### config.mk
export PLATFORM = sky130hd
export DESIGN_NAME = axi_ram_ctrl_flat
export DESIGN_NICKNAME = d
export VERILOG_FILES = /design/src/rtl/ram_ctrl_pkg.sv /design/src/rtl/axi_ram_if.sv /design/src/rtl/axi_ram_ctrl.sv /design/src/flat_wrapper.sv
export SDC_FILE = /design/constraint.sdc
export NUM_CORES = 1
export LEC_CHECK = 0
export BUFFER_PORTS_ARGS = -buffer_cell sky130_fd_sc_hd__buf_2
export CORE_UTILIZATION = 40
export DETAILED_ROUTE_END_ITERATION = 7
export PLACE_DENSITY = 0.77
export REMOVE_ABC_BUFFERS = 1
export SLEW_MARGIN = 25
export SYNTH_ARGS = -nofsm -noshare
export SYNTH_HDL_FRONTEND = slang
export SYNTH_SLANG_ARGS = --single-unit
### constraint.sdc
create_clock -name clk -period 1.74 [get_ports clk]
set_input_delay 0.435 -clock clk [delete_from_list [all_inputs] [get_ports clk]]
set_output_delay 0.435 -clock clk [all_outputs]
set_load 0.03 [all_outputs]
### src/rtl/ram_ctrl_pkg.sv
// Shared constants for the AXI-to-RAM bridge.
// FSM encodings, AXI response/burst codes and address helpers.
package ram_ctrl_pkg;

    localparam logic [2:0] S_IDLE    = 3'd0;
    localparam logic [2:0] S_WR_DATA = 3'd1;
    localparam logic [2:0] S_WR_RESP = 3'd2;
    localparam logic [2:0] S_RD_ADDR = 3'd3;
    localparam logic [2:0] S_RD_CAP  = 3'd4;
    localparam logic [2:0] S_RD_DATA = 3'd5;

    localparam logic [1:0] RESP_OKAY   = 2'b00;
    localparam logic [1:0] RESP_SLVERR = 2'b10;

    localparam logic [1:0] BURST_FIXED = 2'd0;
    localparam logic [1:0] BURST_INCR  = 2'd1;
    localparam logic [1:0] BURST_WRAP  = 2'd2;

    localparam int BATCH_DEF = 4;
    localparam int OFF_W     = $clog2(BATCH_DEF);

    function automatic int off_width(input int batch);
        return $clog2(batch);
    endfunction

endpackage

### src/rtl/axi_ram_if.sv
// AXI4 bus bundle between the NoC endpoint (master)
// and the RAM controller (slave).
interface axi_ram_if #(
    parameter int AXI_ADDR_WIDTH = 32,
    parameter int ID_WIDTH       = 4,
    parameter int DW             = 32,
    parameter int BATCH_WIDTH    = 4
);
    logic [ID_WIDTH-1:0]       awid;
    logic [AXI_ADDR_WIDTH-1:0] awaddr;
    logic [7:0]                awlen;
    logic [2:0]                awsize;
    logic [1:0]                awburst;
    logic                      awvalid;
    logic                      awready;

    logic [DW-1:0]             wdata;
    logic [BATCH_WIDTH-1:0]    wstrb;
    logic                      wlast;
    logic                      wvalid;
    logic                      wready;

    logic [ID_WIDTH-1:0]       bid;
    logic [1:0]                bresp;
    logic                      bvalid;
    logic                      bready;

    logic [ID_WIDTH-1:0]       arid;
    logic [AXI_ADDR_WIDTH-1:0] araddr;
    logic [7:0]                arlen;
    logic [2:0]                arsize;
    logic [1:0]                arburst;
    logic                      arvalid;
    logic                      arready;

    logic [ID_WIDTH-1:0]       rid;
    logic [DW-1:0]             rdata;
    logic [1:0]                rresp;
    logic                      rlast;
    logic                      rvalid;
    logic                      rready;

    modport master (
        output awid, awaddr, awlen, awsize, awburst, awvalid,
        input  awready,
        output wdata, wstrb, wlast, wvalid,
        input  wready,
        input  bid, bresp, bvalid,
        output bready,
        output arid, araddr, arlen, arsize, arburst, arvalid,
        input  arready,
        input  rid, rdata, rresp, rlast, rvalid,
        output rready
    );

    modport slave (
        input  awid, awaddr, awlen, awsize, awburst, awvalid,
        output awready,
        input  wdata, wstrb, wlast, wvalid,
        output wready,
        output bid, bresp, bvalid,
        input  bready,
        input  arid, araddr, arlen, arsize, arburst, arvalid,
        output arready,
        output rid, rdata, rresp, rlast, rvalid,
        input  rready
    );

endinterface

### src/rtl/axi_ram_ctrl.sv
// AXI4 slave serving one burst at a time from a byte-enabled RAM port
// with 1-cycle registered read data; reads/writes share round-robin.
module axi_ram_ctrl
    import ram_ctrl_pkg::*;
#(
    parameter int AXI_ADDR_WIDTH = 32,
    parameter int ADDR_WIDTH     = 16,
    parameter int BYTE_WIDTH     = 8,
    parameter int BATCH_WIDTH    = 4,
    parameter int ID_WIDTH       = 4
) (
    input  logic                             clk,
    input  logic                             rst_n,
    axi_ram_if.slave                         axi,
    output logic [ADDR_WIDTH-1:0]            ram_addr,
    output logic [BYTE_WIDTH*BATCH_WIDTH-1:0] ram_wdata,
    output logic [BATCH_WIDTH-1:0]           ram_byte_en,
    output logic                             ram_write_en,
    input  logic [BYTE_WIDTH*BATCH_WIDTH-1:0] ram_rdata
);

    localparam int OFF_BITS = off_width(BATCH_WIDTH);

    logic [2:0]            state;
    logic                  prio;
    logic [ID_WIDTH-1:0]   id_q;
    logic [ADDR_WIDTH-1:0] cur;
    logic [ADDR_WIDTH-1:0] nxt;
    logic [7:0]            len_q;
    logic [7:0]            beat;
    logic [1:0]            burst_q;
    logic                  err;

    logic idle, aw_gnt, ar_gnt, w_hs, last, burst_ok;
    logic unused;

    assign unused = ^{axi.awsize, axi.arsize,
                      axi.awaddr, axi.araddr};

    assign idle   = state == S_IDLE;
    // prio low means the write channel wins a tie
    assign aw_gnt = idle && axi.awvalid
                    && (!axi.arvalid || !prio);
    assign ar_gnt = idle && axi.arvalid
                    && (!axi.awvalid || prio);

    assign axi.awready = aw_gnt;
    assign axi.arready = ar_gnt;
    assign axi.wready  = state == S_WR_DATA;
    assign w_hs        = axi.wready && axi.wvalid;

    assign last     = beat == len_q;
    assign burst_ok = (burst_q == BURST_FIXED)
                   || (burst_q == BURST_INCR);
    assign nxt      = (burst_q == BURST_INCR)
                    ? cur + ADDR_WIDTH'(1) : cur;

    assign axi.bvalid = state == S_WR_RESP;
    assign axi.bid    = id_q;
    assign axi.bresp  = (axi.bvalid && err)
                      ? RESP_SLVERR : RESP_OKAY;

    assign ram_addr     = cur;
    assign ram_wdata    = axi.wdata;
    assign ram_write_en = w_hs && burst_ok;
    assign ram_byte_en  = ram_write_en ? axi.wstrb : '0;

    always_ff @(posedge clk or negedge rst_n) begin
        if (!rst_n) begin
            state      <= S_IDLE;
            prio       <= 1'b0;
            id_q       <= '0;
            cur        <= '0;
            len_q      <= '0;
            beat       <= '0;
            burst_q    <= '0;
            err        <= 1'b0;
            axi.rvalid <= 1'b0;
            axi.rlast  <= 1'b0;
            axi.rdata  <= '0;
            axi.rresp  <= RESP_OKAY;
            axi.rid    <= '0;
        end else begin
            unique case (state)
                S_IDLE: begin
                    if (aw_gnt || ar_gnt) begin
                        prio    <= ~prio;
                        beat    <= '0;
                        err     <= 1'b0;
                        id_q    <= aw_gnt ? axi.awid : axi.arid;
                        len_q   <= aw_gnt ? axi.awlen : axi.arlen;
                        burst_q <= aw_gnt ? axi.awburst
                                          : axi.arburst;
                        cur     <= aw_gnt
                            ? axi.awaddr[OFF_BITS +: ADDR_WIDTH]
                            : axi.araddr[OFF_BITS +: ADDR_WIDTH];
                        state   <= aw_gnt ? S_WR_DATA : S_RD_ADDR;
                    end
                end
                S_WR_DATA: begin
                    if (w_hs) begin
                        if (!burst_ok || (axi.wlast != last))
                            err <= 1'b1;
                        cur  <= nxt;
                        beat <= beat + 8'd1;
                        if (last)
                            state <= S_WR_RESP;
                    end
                end
                S_WR_RESP: begin
                    if (axi.bready)
                        state <= S_IDLE;
                end
                S_RD_ADDR: state <= S_RD_CAP;
                S_RD_CAP: begin
                    axi.rdata  <= burst_ok ? ram_rdata : '0;
                    axi.rresp  <= burst_ok ? RESP_OKAY
                                           : RESP_SLVERR;
                    axi.rvalid <= 1'b1;
                    axi.rlast  <= last;
                    axi.rid    <= id_q;
                    state      <= S_RD_DATA;
                end
                S_RD_DATA: begin
                    if (axi.rready) begin
                        axi.rvalid <= 1'b0;
                        if (last) begin
                            state <= S_IDLE;
                        end else begin
                            cur   <= nxt;
                            beat  <= beat + 8'd1;
                            state <= S_RD_ADDR;
                        end
                    end
                end
                default: state <= S_IDLE;
            endcase
        end
    end

endmodule

### src/flat_wrapper.sv
// flat-port wrapper written by rule: the top's interface ports become plain ports
module axi_ram_ctrl_flat import ram_ctrl_pkg::*;
#(
    parameter int AXI_ADDR_WIDTH = 32,
    parameter int ADDR_WIDTH     = 16,
    parameter int BYTE_WIDTH     = 8,
    parameter int BATCH_WIDTH    = 4,
    parameter int ID_WIDTH       = 4
)
  (clk, rst_n, ram_addr, ram_wdata, ram_byte_en, ram_write_en, ram_rdata, axi_awid, axi_awaddr, axi_awlen, axi_awsize, axi_awburst, axi_awvalid, axi_awready, axi_wdata, axi_wstrb, axi_wlast, axi_wvalid, axi_wready, axi_bid, axi_bresp, axi_bvalid, axi_bready, axi_arid, axi_araddr, axi_arlen, axi_arsize, axi_arburst, axi_arvalid, axi_arready, axi_rid, axi_rdata, axi_rresp, axi_rlast, axi_rvalid, axi_rready);
  axi_ram_if #(.AXI_ADDR_WIDTH(AXI_ADDR_WIDTH), .ID_WIDTH(ID_WIDTH), .DW(32), .BATCH_WIDTH(BATCH_WIDTH)) axi_i ();
  input  logic clk;
  input  logic rst_n;
  output logic [ADDR_WIDTH-1:0] ram_addr;
  output logic [BYTE_WIDTH*BATCH_WIDTH-1:0] ram_wdata;
  output logic [BATCH_WIDTH-1:0] ram_byte_en;
  output logic ram_write_en;
  input  logic [BYTE_WIDTH*BATCH_WIDTH-1:0] ram_rdata;
  input wire logic [$bits(axi_i.awid)-1:0] axi_awid;
  input wire logic [$bits(axi_i.awaddr)-1:0] axi_awaddr;
  input wire logic [$bits(axi_i.awlen)-1:0] axi_awlen;
  input wire logic [$bits(axi_i.awsize)-1:0] axi_awsize;
  input wire logic [$bits(axi_i.awburst)-1:0] axi_awburst;
  input wire logic [$bits(axi_i.awvalid)-1:0] axi_awvalid;
  output wire logic [$bits(axi_i.awready)-1:0] axi_awready;
  input wire logic [$bits(axi_i.wdata)-1:0] axi_wdata;
  input wire logic [$bits(axi_i.wstrb)-1:0] axi_wstrb;
  input wire logic [$bits(axi_i.wlast)-1:0] axi_wlast;
  input wire logic [$bits(axi_i.wvalid)-1:0] axi_wvalid;
  output wire logic [$bits(axi_i.wready)-1:0] axi_wready;
  output wire logic [$bits(axi_i.bid)-1:0] axi_bid;
  output wire logic [$bits(axi_i.bresp)-1:0] axi_bresp;
  output wire logic [$bits(axi_i.bvalid)-1:0] axi_bvalid;
  input wire logic [$bits(axi_i.bready)-1:0] axi_bready;
  input wire logic [$bits(axi_i.arid)-1:0] axi_arid;
  input wire logic [$bits(axi_i.araddr)-1:0] axi_araddr;
  input wire logic [$bits(axi_i.arlen)-1:0] axi_arlen;
  input wire logic [$bits(axi_i.arsize)-1:0] axi_arsize;
  input wire logic [$bits(axi_i.arburst)-1:0] axi_arburst;
  input wire logic [$bits(axi_i.arvalid)-1:0] axi_arvalid;
  output wire logic [$bits(axi_i.arready)-1:0] axi_arready;
  output wire logic [$bits(axi_i.rid)-1:0] axi_rid;
  output wire logic [$bits(axi_i.rdata)-1:0] axi_rdata;
  output wire logic [$bits(axi_i.rresp)-1:0] axi_rresp;
  output wire logic [$bits(axi_i.rlast)-1:0] axi_rlast;
  output wire logic [$bits(axi_i.rvalid)-1:0] axi_rvalid;
  input wire logic [$bits(axi_i.rready)-1:0] axi_rready;
  assign axi_i.awid = axi_awid;
  assign axi_i.awaddr = axi_awaddr;
  assign axi_i.awlen = axi_awlen;
  assign axi_i.awsize = axi_awsize;
  assign axi_i.awburst = axi_awburst;
  assign axi_i.awvalid = axi_awvalid;
  assign axi_awready = axi_i.awready;
  assign axi_i.wdata = axi_wdata;
  assign axi_i.wstrb = axi_wstrb;
  assign axi_i.wlast = axi_wlast;
  assign axi_i.wvalid = axi_wvalid;
  assign axi_wready = axi_i.wready;
  assign axi_bid = axi_i.bid;
  assign axi_bresp = axi_i.bresp;
  assign axi_bvalid = axi_i.bvalid;
  assign axi_i.bready = axi_bready;
  assign axi_i.arid = axi_arid;
  assign axi_i.araddr = axi_araddr;
  assign axi_i.arlen = axi_arlen;
  assign axi_i.arsize = axi_arsize;
  assign axi_i.arburst = axi_arburst;
  assign axi_i.arvalid = axi_arvalid;
  assign axi_arready = axi_i.arready;
  assign axi_rid = axi_i.rid;
  assign axi_rdata = axi_i.rdata;
  assign axi_rresp = axi_i.rresp;
  assign axi_rlast = axi_i.rlast;
  assign axi_rvalid = axi_i.rvalid;
  assign axi_i.rready = axi_rready;
  axi_ram_ctrl #(.AXI_ADDR_WIDTH(AXI_ADDR_WIDTH), .ADDR_WIDTH(ADDR_WIDTH), .BYTE_WIDTH(BYTE_WIDTH), .BATCH_WIDTH(BATCH_WIDTH), .ID_WIDTH(ID_WIDTH)) u_core (.clk(clk), .rst_n(rst_n), .axi(axi_i), .ram_addr(ram_addr), .ram_wdata(ram_wdata), .ram_byte_en(ram_byte_en), .ram_write_en(ram_write_en), .ram_rdata(ram_rdata));
endmodule
==> impl_summary.log <==
INFO  metric failed_checks = negative setup slack
INFO  metric synth-edff-count = 0
INFO  metric static_leakage = approximately 3.3 nW
INFO  metric wirelength = approximately 17000 um
INFO  metric setup_viol = 42
INFO  metric cts-root-buf = clkbuf_16
INFO  metric die_h = 110 um
INFO  metric grt_util_all_layers = between 20% and 30%
INFO  metric comb_power_share = about 57%
INFO  metric worst_r2r_path_depth = 7
INFO  metric numPortBuffers = 172
INFO  metric seq_area_frac_synth = 43.8%
INFO  metric synth_async_sr_flop_share = 100%
INFO  metric final_common_cell = buf_2
INFO  metric antennaDiodeCount = 0
INFO  metric finish.utilization = about three fifths
INFO  metric grt_start_max_net_pins = 39
INFO  metric timing.reg2reg.setup_slack = -0.15 ns
INFO  metric layout.cells.non_filler = between 800 and 900
INFO  metric routed-via-count = 4668
INFO  metric dp_hpwl = 12600 um
INFO  metric grt_pass1_wl = around 23000 um
INFO  metric grt_setup_unrepaired = true
INFO  metric htreeDepth = 3
INFO  metric critical_path_class = reg2out
INFO  metric power_frac_seq = a little over a quarter
INFO  metric clock-sinks = just over 80
INFO  metric hold_path.class = in2async
INFO  metric r2r-start = u_core.state[1]
INFO  metric finalMaxSlewViolations = 0
INFO  metric report.final.hold_viol_count = 0
INFO  metric clock_latency = about 0.34 ns
INFO  metric critical_path.endpoint_type = primary output
INFO  metric switching_share = a little over two fifths
INFO  metric tritoncts = done
INFO  metric clkTransAtPathRegs = 0.07 ns
INFO  metric drt_first_pass_iters = 5
INFO  metric drt_iter0_drc = 303
INFO  metric detail_route.drc_violations = 0
INFO  metric post-synth-top-area-fraction = 43.8%
INFO  metric maximum_buffer_depth_of_the_clock_tree = 2
INFO  metric routabilityCongestion = approximately 0.92
INFO  metric grt_antenna_before_repair = 0
INFO  metric pre_cts_ws = -0.109 ns
INFO  metric min_period = between 1.5 and 2 ns
INFO  metric worstReg2RegEnd = u_core.axi.rid[1]
INFO  metric layout_common_cells = buf_2 (161), nand2_1 (82), dfrtp_1 (79)
INFO  metric final_critical_path_setup_slack = -0.240 ns
INFO  metric maxCapViolations = 0
INFO  metric pin_count = between 200 and 300
INFO  metric netlist_instances = around 520
INFO  metric synthesis.yosys.warnings = 0
INFO  metric post_synth_num_cell_types = 54
INFO  metric total_power = between 0.01 and 0.015 W
INFO  metric fmax = about 0.5 GHz
INFO  metric crit_path_start_kind = register
INFO  metric ys_ff_latch = just over 80
INFO  metric number_of_nets_at_the_end_of_the_flow = slightly below 900
INFO  metric final_period_utilization = 114%
INFO  metric worst-path-max-fanout = 5
INFO  metric post-place-cells = between 800 and 900
INFO  metric netlist_area_before_placement = between 0.004 and 0.005 mm^2
INFO  metric layout-drive-gt1-share = between 40% and 50%
INFO  metric post_drt_via_cell_ratio = between 5 and 6
INFO  metric average_cell_area_after_synthesis = between 8 and 9 um^2
INFO  metric pwr_density_cell = about 1800 mW/mm^2
INFO  metric cts-buffers-inserted = 9
INFO  metric placement_rows = 39
INFO  metric antenna_violating_nets_left = 0
INFO  metric die_width = 110 um
INFO  metric commonest_register_cell_after_synthesis = dfrtp_1
INFO  metric first_global_vias = 4283
INFO  metric wire_per_inst = just under 20 um
INFO  metric worst_clock_skew = around 0.008 ns
INFO  metric synth_area_leader_cell = dfrtp_1
INFO  metric power.share.clock = 16.6%
INFO  metric core = roughly 0.011 mm^2
INFO  metric global_route.overflow_total = 0
INFO  metric die-area = roughly 0.012 mm^2
INFO  metric area_growth_syn_to_layout = 45.9%
INFO  metric nFillCells = 940
INFO  metric cp_data_required_time = ~1.3 ns
INFO  metric data_arrival_at_the_endpoint_of_the_critical_path = about 1.5 ns
INFO  metric vdd.ir_drop.worst = approximately 1.0 mV
INFO  metric power_switching = roughly 0.0055 W
INFO  metric p_int = 0.00711 W
INFO  metric initial_core_utilization = between 40% and 50%
INFO  metric synthTopCellsByArea = dfrtp_1 (44%), nand2_1 (7.5%), buf_4 (5.8%), nand2b_1 (5.5%), o21ai_0 (3.8%)
INFO  metric status = complete, but fails checks
layer usage:
layer / wire length, um / part of all wire [%] / up-vias / GRT usage [%]
met4: 555 / 3.3 / 4 / 10.2
met2: 8480 / 50 / 263 / 47.0
met1: 5780 / 34 / 2200 / 26.2
li1: - / - / 2170 / -
met5: 71 / 0.42 / - / 5.36
met3: 2150 / 13 / 31 / 14.1
logic make-up (layout without fill, tap and decap cells):
| kind of cell | Yosys count | count (layout) | synth area share [%] |
|---|---|---|---|
| flip-flops | 82 | 82 | 43.8 |
| multiplexers | 22 | 22 | 4.92 |
| other | 1 | 2 | 0.0801 |
| AO/OA/AOI/OAI | 126 | 126 | 16.9 |
| buffers and inverters | 73 | 271 | 9.73 |
| adder cells (fa/ha/maj) | 2 | 2 | 0.535 |
| XOR/XNOR | 10 | 10 | 1.87 |
| AND/OR/NAND/NOR | 207 | 207 | 22.1 |
synthesized netlist by cell type, types with 3 or more instances:
library cell / instances
mux2_2: 6
nand2_1: 93
nor2_1: 28
and2_1: 5
buf_4: 36
xnor2_1: 9
mux2i_1: 14
a31oi_1: 25
clkbuf_1: 17
dfrtp_1: 82
o22a_1: 13
nor3_1: 5
o21ai_0: 36
buf_2: 10
a32oi_1: 4
nand4_1: 7
a22oi_1: 4
inv_1: 4
a21oi_1: 29
nand2b_1: 41
buf_6: 3
and3_1: 11
sequential cells by signal, summed over array words and instances, names as in the netlist:
signal and flops:
u_core.axi.rdata 32, u_core.ram_addr 16, u_core.beat 8, u_core.len_q 8, u_core.axi.bid 4, u_core.axi.rid 4, u_core.state 3, u_core.burst_q 2
u_core.axi.rlast 1, u_core.axi.rresp 1, u_core.axi.rvalid 1, u_core.err 1, u_core.prio 1
critical path: stages (launching register included):
cell and delay [ns]:
dfrtp_2 0.45, nand2b_4 0.16, nor2_4 0.10, nand2_2 0.07
nor2_4 0.14, and2_4 0.17, buf_6 0.12
power by group through the flow:
stage | logic [W] | registers, W | clock network, W
2_1_floorplan | 0.00259 | 0.00438 | 0
3_3_place_gp | 0.00573 | 0.00326 | 0
3_5_place_dp | 0.00589 | 0.00331 | 0
4_1_cts | 0.00630 | 0.00330 | 0.00212
5_1_grt | 0.00767 | 0.00344 | 0.00221
6_report | 0.00716 | 0.00334 | 0.00209
worst max-delay path by stage:
| stage | start | end | slack (ns) | depth (start not counted) |
|---|---|---|---|---|
| finish | u_core.state[1] | ram_byte_en[2] | -0.24 | 6 |
| global route | u_core.state[1] | ram_byte_en[0] | -0.30 | 6 |
| global placement | axi_awvalid | u_core.ram_addr[1] | -0.08 | 6 |
| CTS | u_core.state[1] | ram_byte_en[3] | -0.24 | 6 |
| detailed placement | axi_awvalid | u_core.ram_addr[0] | -0.11 | 7 |
| floorplan | u_core.state[0] | ram_byte_en[0] | -1.01 | 5 |
metrics by stage:
| step | TNS [ns] | hold WS [ns] | instance area (um^2) |
|---|---|---|---|
| finish | -3.42 | 0.0394 | 6830 |
| global route | -6.62 | 0.0778 | 6830 |
| CTS | -2.07 | 0.0597 | 6340 |
| detailed placement | -1.02 | 0.422 | 5750 |
| global placement | -0.494 | 0.408 | 5750 |
| floorplan | -30.06 | 0.139 | 4250 |
timing repair:
item                                    4_1_cts  5_1_grt
setup buffers                                 9       12
cloned                                        1        5
hold endpoints to repair                      0        0
pin swaps                                    15       32
gates resized for setup                      47       93
endpoints found under the setup margin       24       53
hold buffers                                  0        0
layout make-up:
type                            count  area (um^2)  share of cell area, %
Timing Repair Buffer              249         1770                   25.8
Inverter                            6         25.0                  0.366
Clock buffer                       10          239                   3.50
Sequential cell                    82         2060                   30.1
Clock inverter                      6         90.1                   1.32
Multi-Input combinational cell    369         2480                   36.3
Tap cell                          143          179                   2.62
(Power assumes the default switching activity.)
